===== src/rtl/lda_pixel_sink.sv =====
`default_nettype none
// ============================================================================
// Module      : lda_pixel_sink
// Description : Pixel sink for a line-drawing engine. In-range pixels are
//               queued in a small FIFO, converted to a linear framebuffer word
//               address (y*SCREEN_W + x) and written through a registered
//               valid/ready write port. Off-screen pixels are discarded and
//               counted. A clear request fills the whole screen with a
//               latched colour once all earlier pixels have been written.
//
// Ports       : i_clk, i_reset        clock, asynchronous active-high reset
//               i_px_valid/o_px_ready pixel handshake (i_px_x, i_px_y,
//                                     i_px_color carry the pixel)
//               i_clear, i_clear_color single-cycle clear-screen request
//               o_mem_we/o_mem_addr/o_mem_data/i_mem_ready
//                                     framebuffer write port
//               o_busy                work pending or in progress
//               o_drop_count          saturating count of off-screen pixels
//
// Revision    : 1.0 - initial release
// ============================================================================
module lda_pixel_sink #(
    parameter int FIFO_DEPTH = 4,
    parameter int SCREEN_W   = 320,
    parameter int SCREEN_H   = 240
) (
    input  logic        i_clk,
    input  logic        i_reset,
    input  logic        i_px_valid,
    output logic        o_px_ready,
    input  logic [8:0]  i_px_x,
    input  logic [7:0]  i_px_y,
    input  logic        i_px_color,
    input  logic        i_clear,
    input  logic        i_clear_color,
    output logic        o_mem_we,
    output logic [16:0] o_mem_addr,
    output logic        o_mem_data,
    input  logic        i_mem_ready,
    output logic        o_busy,
    output logic [7:0]  o_drop_count
);

    localparam int              c_AW        = (FIFO_DEPTH > 1) ? $clog2(FIFO_DEPTH) : 1;
    localparam logic [c_AW:0]   c_FIFO_FULL = (c_AW+1)'(FIFO_DEPTH);
    localparam logic [9:0]      c_SCREEN_W  = 10'(SCREEN_W);
    localparam logic [8:0]      c_SCREEN_H  = 9'(SCREEN_H);
    localparam logic [16:0]     c_LAST_ADDR = 17'(SCREEN_W * SCREEN_H - 1);

    localparam logic [0:0]      c_ST_RUN    = 1'b0;
    localparam logic [0:0]      c_ST_CLEAR  = 1'b1;

    // FIFO storage: {x[8:0], y[7:0], color}
    logic [17:0]     r_fifo [FIFO_DEPTH];
    logic [c_AW-1:0] r_wr_ptr;
    logic [c_AW-1:0] r_rd_ptr;
    logic [c_AW:0]   r_count;

    logic [0:0]      r_state;
    logic            r_clear_pending;
    logic            r_clear_color;
    logic            r_mem_we;
    logic [16:0]     r_mem_addr;
    logic            r_mem_data;
    logic [7:0]      r_drop_count;

    logic            w_fifo_empty;
    logic            w_fifo_full;
    logic            w_px_ready;
    logic            w_px_fire;
    logic            w_px_in_range;
    logic            w_push;
    logic            w_drop;
    logic            w_pop;
    logic            w_retire;
    logic            w_out_free;
    logic            w_start_clear;
    logic [17:0]     w_head;
    logic [8:0]      w_head_x;
    logic [7:0]      w_head_y;
    logic            w_head_color;
    logic [16:0]     w_head_addr;

    assign w_fifo_empty  = (r_count == '0);
    assign w_fifo_full   = (r_count == c_FIFO_FULL);

    // Ready depends on registered state only, never on i_px_valid.
    assign w_px_ready    = !w_fifo_full && !r_clear_pending && (r_state == c_ST_RUN);
    assign w_px_fire     = i_px_valid && w_px_ready;
    assign w_px_in_range = ({1'b0, i_px_x} < c_SCREEN_W) && ({1'b0, i_px_y} < c_SCREEN_H);
    assign w_push        = w_px_fire && w_px_in_range;
    assign w_drop        = w_px_fire && !w_px_in_range;

    // The output register can take new data when it is empty or its current
    // write completes on this edge.
    assign w_retire      = r_mem_we && i_mem_ready;
    assign w_out_free    = !r_mem_we || i_mem_ready;

    // Clear only starts once every earlier pixel has left the FIFO and the
    // output register; this keeps pixel writes ahead of clear writes.
    assign w_start_clear = (r_state == c_ST_RUN) && r_clear_pending && w_fifo_empty && w_out_free;
    assign w_pop         = (r_state == c_ST_RUN) && w_out_free && !w_fifo_empty;

    assign w_head        = r_fifo[r_rd_ptr];
    assign w_head_x      = w_head[17:9];
    assign w_head_y      = w_head[8:1];
    assign w_head_color  = w_head[0];

    generate
        if (SCREEN_W == 320) begin : g_addr_320
            // y*320 = y*256 + y*64
            assign w_head_addr = ({9'b0, w_head_y} << 8) + ({9'b0, w_head_y} << 6)
                               + {8'b0, w_head_x};
        end else begin : g_addr_generic
            assign w_head_addr = ({9'b0, w_head_y} * 17'(SCREEN_W)) + {8'b0, w_head_x};
        end
    endgenerate

    // FIFO payload storage needs no reset; occupancy is tracked by r_count.
    always_ff @(posedge i_clk) begin
        if (w_push) begin
            r_fifo[r_wr_ptr] <= {i_px_x, i_px_y, i_px_color};
        end
    end

    always_ff @(posedge i_clk or posedge i_reset) begin
        if (i_reset) begin
            r_wr_ptr <= '0;
            r_rd_ptr <= '0;
            r_count  <= '0;
        end else begin
            if (w_push) begin
                r_wr_ptr <= r_wr_ptr + c_AW'(1);
            end
            if (w_pop) begin
                r_rd_ptr <= r_rd_ptr + c_AW'(1);
            end
            case ({w_push, w_pop})
                2'b10:   r_count <= r_count + (c_AW+1)'(1);
                2'b01:   r_count <= r_count - (c_AW+1)'(1);
                default: r_count <= r_count;
            endcase
        end
    end

    always_ff @(posedge i_clk or posedge i_reset) begin
        if (i_reset) begin
            r_drop_count <= '0;
        end else if (w_drop && (r_drop_count != 8'hFF)) begin
            r_drop_count <= r_drop_count + 8'd1;
        end
    end

    always_ff @(posedge i_clk or posedge i_reset) begin
        if (i_reset) begin
            r_state         <= c_ST_RUN;
            r_clear_pending <= 1'b0;
            r_clear_color   <= 1'b0;
            r_mem_we        <= 1'b0;
            r_mem_addr      <= '0;
            r_mem_data      <= 1'b0;
        end else begin
            if (i_clear && (r_state == c_ST_RUN) && !r_clear_pending) begin
                r_clear_pending <= 1'b1;
                r_clear_color   <= i_clear_color;
            end

            case (r_state)
                c_ST_RUN: begin
                    if (w_start_clear) begin
                        r_state         <= c_ST_CLEAR;
                        r_clear_pending <= 1'b0;
                        r_mem_we        <= 1'b1;
                        r_mem_addr      <= '0;
                        r_mem_data      <= r_clear_color;
                    end else if (w_pop) begin
                        r_mem_we   <= 1'b1;
                        r_mem_addr <= w_head_addr;
                        r_mem_data <= w_head_color;
                    end else if (w_retire) begin
                        r_mem_we <= 1'b0;
                    end
                end
                c_ST_CLEAR: begin
                    // The write address doubles as the clear counter.
                    if (w_retire) begin
                        if (r_mem_addr == c_LAST_ADDR) begin
                            r_mem_we <= 1'b0;
                            r_state  <= c_ST_RUN;
                        end else begin
                            r_mem_addr <= r_mem_addr + 17'd1;
                        end
                    end
                end
                default: begin
                    r_state <= c_ST_RUN;
                end
            endcase
        end
    end

    assign o_px_ready   = w_px_ready;
    assign o_mem_we     = r_mem_we;
    assign o_mem_addr   = r_mem_addr;
    assign o_mem_data   = r_mem_data;
    assign o_drop_count = r_drop_count;
    assign o_busy       = !w_fifo_empty || r_mem_we || r_clear_pending || (r_state == c_ST_CLEAR);

endmodule
`default_nettype wire


===== config.mk =====
export PLATFORM = sky130hd
export DESIGN_NAME = lda_pixel_sink
export DESIGN_NICKNAME = d
export VERILOG_FILES = /design/src/rtl/lda_pixel_sink.sv
export SDC_FILE = /design/constraint.sdc
export NUM_CORES = 1
export LEC_CHECK = 0
export CAP_MARGIN = 10
export CORE_MARGIN = 3
export CORE_UTILIZATION = 55
export CTS_CLUSTER_DIAMETER = 80
export DETAILED_ROUTE_END_ITERATION = 6
export DONT_BUFFER_PORTS = 1
export HOLD_SLACK_MARGIN = 0.02
export PLACE_DENSITY = 0.75
export SYNTH_ARGS = -nofsm -noshare
export SYNTH_HDL_FRONTEND = slang
export SYNTH_SLANG_ARGS = --single-unit

===== constraint.sdc =====
create_clock -name i_clk -period 4.2 [get_ports i_clk]
set_input_delay 0.84 -clock i_clk [delete_from_list [all_inputs] [get_ports i_clk]]
set_output_delay 0.84 -clock i_clk [all_outputs]
set_load 0.02 [all_outputs]

# [Yosys cells after proc, flatten, opt, wreduce, memory -nomap -nowiden]
# Memory sizes are Yosys's and may differ from the RTL's.
# Cells that the tools add are included.
[word_totals] register_bits=37 mem_bits_rw=72 inputBits=24 word_cells=85 memories=1
[op_classes] n_addsub=8 n_lt_le_gt_ge=2 n_eq_ne=10 muxes=23 bitwise_logic=1 reduce_logical=30
[mem_list] name="r_fifo" depth=4 word_bits=18 rd=1 rd_clocked_by_memory_dff=0 wr=1 line="54" source="logic [17:0] r_fifo [FIFO_DEPTH];"
[op_table] cell="$mux 17" count=4
[op_table] cell="$pmux 17 s2" count=1
[op_table] cell="$add 16x14->17" count=1
[op_table] cell="$add 17x1->17 const B" count=1
[op_table] cell="$add 17x9->17" count=1
[op_table] cell="$eq 17x17->1 const B" count=1
[op_table] cell="$logic_and 1x1->1" count=15
[op_table] cell="$mux 1" count=15
[op_table] cell="$lt 9x9->1 const B" count=1
[op_table] cell="$add 8x1->8 const B" count=1
[op_table] cell="$lt 8x8->1 const B" count=1
[op_table] cell="$ne 8x8->1 const B" count=1
[op_table] cell="$pmux 3 s2" count=1
[op_table] cell="$reduce_and 3->1" count=2
[op_table] cell="$logic_not 1->1" count=5
[op_table] cell="$add 2x1->2 const B" count=2
[op_table] cell="$logic_or 1x1->1" count=4
[op_table] cell="$ne 2x1->1 const B" count=2
[op_table] cell="$ne 4x4->1 const B" count=1
[op_table] cell="$pmux 1 s2" count=2
[op_table] cell="$reduce_bool 2->1" count=2
[op_table] cell="$add 3x1->3 const B" count=1
[op_table] cell="$eq 3x3->1 const B" count=1
[op_table] cell="$logic_not 3->1" count=1
[op_table] cell="other kinds (7)" count=7

# [Longest topological paths before layout]
[depth] depth_word=8 ltp_mapped=12 mapped_depth_nobuf=10

# [Worst setup path before layout]
# No wires, ideal clock.
[synth_path] kind="register to register" startpoint="reg r_rd_ptr[0]" endpoint="reg r_mem_addr[15] (netlist: o_mem_addr[15])" t_arrival_ns=3.348 required_time_ns=4.131 slack_ns=0.784 path_stages_with_launch=12 n_path_buf=2 synth_period_minus_slack_ns=3.416 cell_sequence="dfrtp_1 -> buf_2 -> buf_2 -> mux4_2 -> inv_1 -> fa_1 -> fa_1 -> nor2b_1 -> o2111ai_1 -> and3_1 -> or4_1 -> nand3_1"
[synth_between] elab_chain_cells=6
[synth_rtl] item="start, declared" line="56" source="logic [c_AW-1:0] r_rd_ptr;"
[synth_rtl] item="start signal, assigned" line="136" source="r_rd_ptr <= r_rd_ptr + c_AW'(1);"
[synth_rtl] item="$mem_v2 4x18 *"
[synth_rtl] item="$add 16x14->17" line="112" source="assign w_head_addr = ({9'b0, w_head_y} << 8) + ({9'b0, w_head_y} << 6)"
[synth_rtl] item="$add 17x9->17 *" line="113" source="+ {8'b0, w_head_x};"
[synth_rtl] item="$mux 17 *" line="176" source="end else if (w_pop) begin"
[synth_rtl] item="$mux 17 *" line="170" source="if (w_start_clear) begin"
[synth_rtl] item="$pmux 17 s2 *" line="168" source="case (r_state)"
[synth_rtl] item="end signal, assigned" line="178" source="r_mem_addr <= w_head_addr;"
[synth_rtl] item="end signal, assigned" line="191" source="r_mem_addr <= r_mem_addr + 17'd1;"
[synth_rtl] item="end, declared" line="63" source="logic [16:0] r_mem_addr;"
# Mark *: on every way between the ends. The rest lies on a longest branch, timed or not. The select of a mux whose other input is x is not followed.
# A chain may end at the register's enable or synchronous reset.

# [Final worst setup path]
# Same ends and word-level chain as after synthesis.

==> flow_metrics.env <==
export IMPL_status="completed"
export IMPL_worst_slew_pin_slew_ns=1.041
export IMPL_final_cell_area_sq_mm=0.005580
export IMPL_pwr_share_comb_pct=43.7
export IMPL_io_pins=53
export IMPL_cts_sinks=109
export IMPL_skew_ns=0.01569
export IMPL_cts_tree="yes"
export IMPL_die_area_sq_mm=0.01071
export IMPL_crit_family="adder cells"
export IMPL_switchingPower_mw=1.748
export IMPL_fin_crit_sh_pct=82.63
export IMPL_intPower_mw=2.418
export IMPL_antenna_found_initial=0
export IMPL_clk_path_buf_depth=2
export IMPL_synth_cell_types=59
export IMPL_num_antenna_cells=0
export IMPL_clkPwrFrac_pct=15.0
export IMPL_cts_buffers_inserted=9
export IMPL_wl_mm=10.06
export IMPL_dr_first_iter_drc_count=168
export IMPL_finalWorstSetupSlack_ns=0.7295
export IMPL_vias=3145
export IMPL_core_area_sq_mm=0.008976
export IMPL_synth_ff_type="edfxtp_1"
export IMPL_clock_fmax_ghz=0.2881
export IMPL_critical_path_cell_chain="buf_4 -> mux4_2 -> ha_1 -> ha_1 -> inv_1 -> fa_1 -> nor2b_1 -> o2111ai_1 -> and3_1 -> or4_1 -> nand3_1"
export IMPL_vias_per_cell=6.131
export IMPL_seq_area_sq_mm=0.003088
export IMPL_yosys_register_bits=109
export IMPL_syn_nets=425
export IMPL_firstDrtPassIters=4
export IMPL_synth_edf_count=72
export IMPL_critPathBufInv=2
export IMPL_grt_usage_pct=20.49
export IMPL_critPathMaxStageDelay_ns=0.69
export IMPL_clk_pin_slew_ns=0.11
export IMPL_drc_errors=0
export IMPL_hp_class="input pin to asynchronous set/reset pin"
export IMPL_setup_viol=0
export IMPL_async_flop_share_pct=33.94
export IMPL_start_util_pct=58.21
export IMPL_port_buffers=0
export IMPL_worstSetupPathType="register to register"
export IMPL_num_fill_cells=669
export IMPL_place_gp_congestion=0.9026
export IMPL_syn_avg_cell_area_sq_um=13.90
export IMPL_yosysWarnings=0
export IMPL_crit_path_top_delay_cell="dfrtp_1"
export IMPL_finalHoldViolCount=0
export IMPL_p_sw_share_pct=41.96
export IMPL_wl_per_cell_um=19.61
export IMPL_required_ns=4.50
export IMPL_grt_overflow=0
export IMPL_rsz0062_at_grt="false"
export IMPL_fin_setup_tns_ns=0
export IMPL_rows=34
export IMPL_syn_area_sq_mm=0.005225
export IMPL_post_cts_buffers=0
export IMPL_postRouteAntennaNets=0
export IMPL_power_density_mw_per_mm2=746.5
export IMPL_syn_to_final_growth_pct=6.801
export IMPL_multi_input_area_sq_mm=0.001998
export IMPL_drv_slew=0
export IMPL_clkLatencyLatePin_ns=0.37
export IMPL_dp_hpwl_mm=7.244
export IMPL_crit_path_frequent_cell="ha_1"
export IMPL_power_total_mw=4.166
export IMPL_finalNetCount=431
export IMPL_synth_seq_area_share_pct=59.10
export IMPL_grt_pass1_vias=3142
export IMPL_grt_start_max_net_pins=29
export IMPL_arrival_ns=3.77
export IMPL_slew_headroom_pct=30.62
export IMPL_die_h_um=103.5
export IMPL_layout_min_cycle_time_ns=3.471
export IMPL_die_x_um=103.5
export IMPL_synth_cells=376
export IMPL_drive_gt1_share_pct=13.44
export IMPL_start_kind="register"
export IMPL_root_buffer="clkbuf_8"
export IMPL_critPathMaxFanout=9
export IMPL_grt_pass1_wl_mm=16.51
export IMPL_max_vdd_ir_drop_v=0.0003091
export IMPL_p_seq_share_pct=41.3
export IMPL_endpoint_kind="register"
export IMPL_htreeDepth=3
export IMPL_hold_buffers=0
export IMPL_drv_cap=0
export IMPL_pre_cts_ws_ns=0.7145
export IMPL_placed_cell_area_sq_mm=0.005379
export IMPL_leakage_nw=2.023
export IMPL_cts_repair_resized=0
-- path summary, 6_finish.rpt --
check                         startpoint  cells past startpoint               to  slack [ns]
setup / recovery             r_rd_ptr[0]                     11   o_mem_addr[15]        0.73
hold / removal                   i_reset                      1  o_drop_count[2]        0.49
setup reg to reg             r_rd_ptr[0]                     11   o_mem_addr[15]        0.73
hold reg to reg            r_clear_color                      1    r_clear_color        0.55
max in group asynchronous        i_reset                      2    o_mem_addr[8]        2.97
min in group i_clk         r_clear_color                      1    r_clear_color        0.55
-- per-stage QoR --
step | util [%] | hold slack [ns] | cells
2_1_floorplan | - | 0.4797 | 376
3_3_place_gp | 59.92 | 0.5036 | 497
3_5_place_dp | 59.92 | 0.5244 | 497
4_1_cts | 62.17 | 0.5110 | 513
5_1_grt | 62.17 | 0.5237 | 513
6_report | 62.17 | 0.4875 | 513
-- state kept, by name, summed over array words and instances (netlist names) --
name / flops
r_fifo: 72
o_mem_addr: 17
o_drop_count: 8
r_count: 3
r_rd_ptr: 2
r_wr_ptr: 2
o_mem_data: 1
o_mem_we: 1
r_clear_color: 1
r_clear_pending: 1
r_state: 1
-- per-layer routing --
metal / wire [um] / up-vias / track usage, % / share of wire (%)
met3: 585 / 11 / 4.829 / 5.8
met4: 165 / 0 / 6.673 / 1.6
met5: 0 / - / 0 / 0
met2: 4885 / 86 / 30.93 / 49
li1: - / 1467 / - / -
met1: 4426 / 1581 / 29.65 / 44
-- power groups by stage --
stage          Sequential [mW]  Combinational, mW  Clock, mW
2_1_floorplan             1.60               1.50          0
3_3_place_gp              1.73               1.77          0
3_5_place_dp              1.74               1.82          0
4_1_cts                   1.72               1.83      0.637
5_1_grt                   1.76               2.06      0.691
6_report                  1.72               1.82      0.627
-- Yosys cell counts, types with 6 or more instances --
cell      number  area [sq um]
ha_1          22         275.3
nand3_1       13         65.06
clkbuf_1       7         26.28
nor3_1         6         30.03
a21oi_1       11         55.05
mux4_2        18         405.4
o21ai_0        9         45.04
nor2_1        10         37.54
nand2_1       23         86.33
nand4_1       10         62.56
inv_1         20         75.07
dfrtp_1       37         925.9
or4_1          7         52.55
edfxtp_1      72          2162
and3_1         8         50.05
xnor2_1       13         113.9
-- kinds of logic (layout without fill, tap and decap cells) --
family	count (synthesis)	count (layout)	synth area share, %
compound gates	64	64	9.195
xor+xnor	18	18	3.017
fa+ha+maj	25	25	6.418
buf+inv	33	44	2.658
flops	109	109	59.10
mux	21	21	8.381
simple gates	106	106	11.23
-- cells in the final DEF (no fill, tap or decap), types with 9 or more instances in the layout --
cell and count:
nand4_1 10, o21ai_0 9, nand2_1 23, clkbuf_8 9, a21oi_1 11, nor2_1 10, xnor2_1 13, mux4_2 18
nand3_1 13, edfxtp_1 72, ha_1 22, dfrtp_1 37, inv_1 20
-- layout make-up --
cell class | instances | area share, %
clock buffer | 11 | 2.735
clock inverter | 5 | 0.8744
inverter | 20 | 1.345
multi-input combinational | 234 | 35.81
sequential | 109 | 55.34
tap | 126 | 2.825
timing repair buffer | 8 | 1.076
Note: power is estimated with default switching activity, not from simulation.
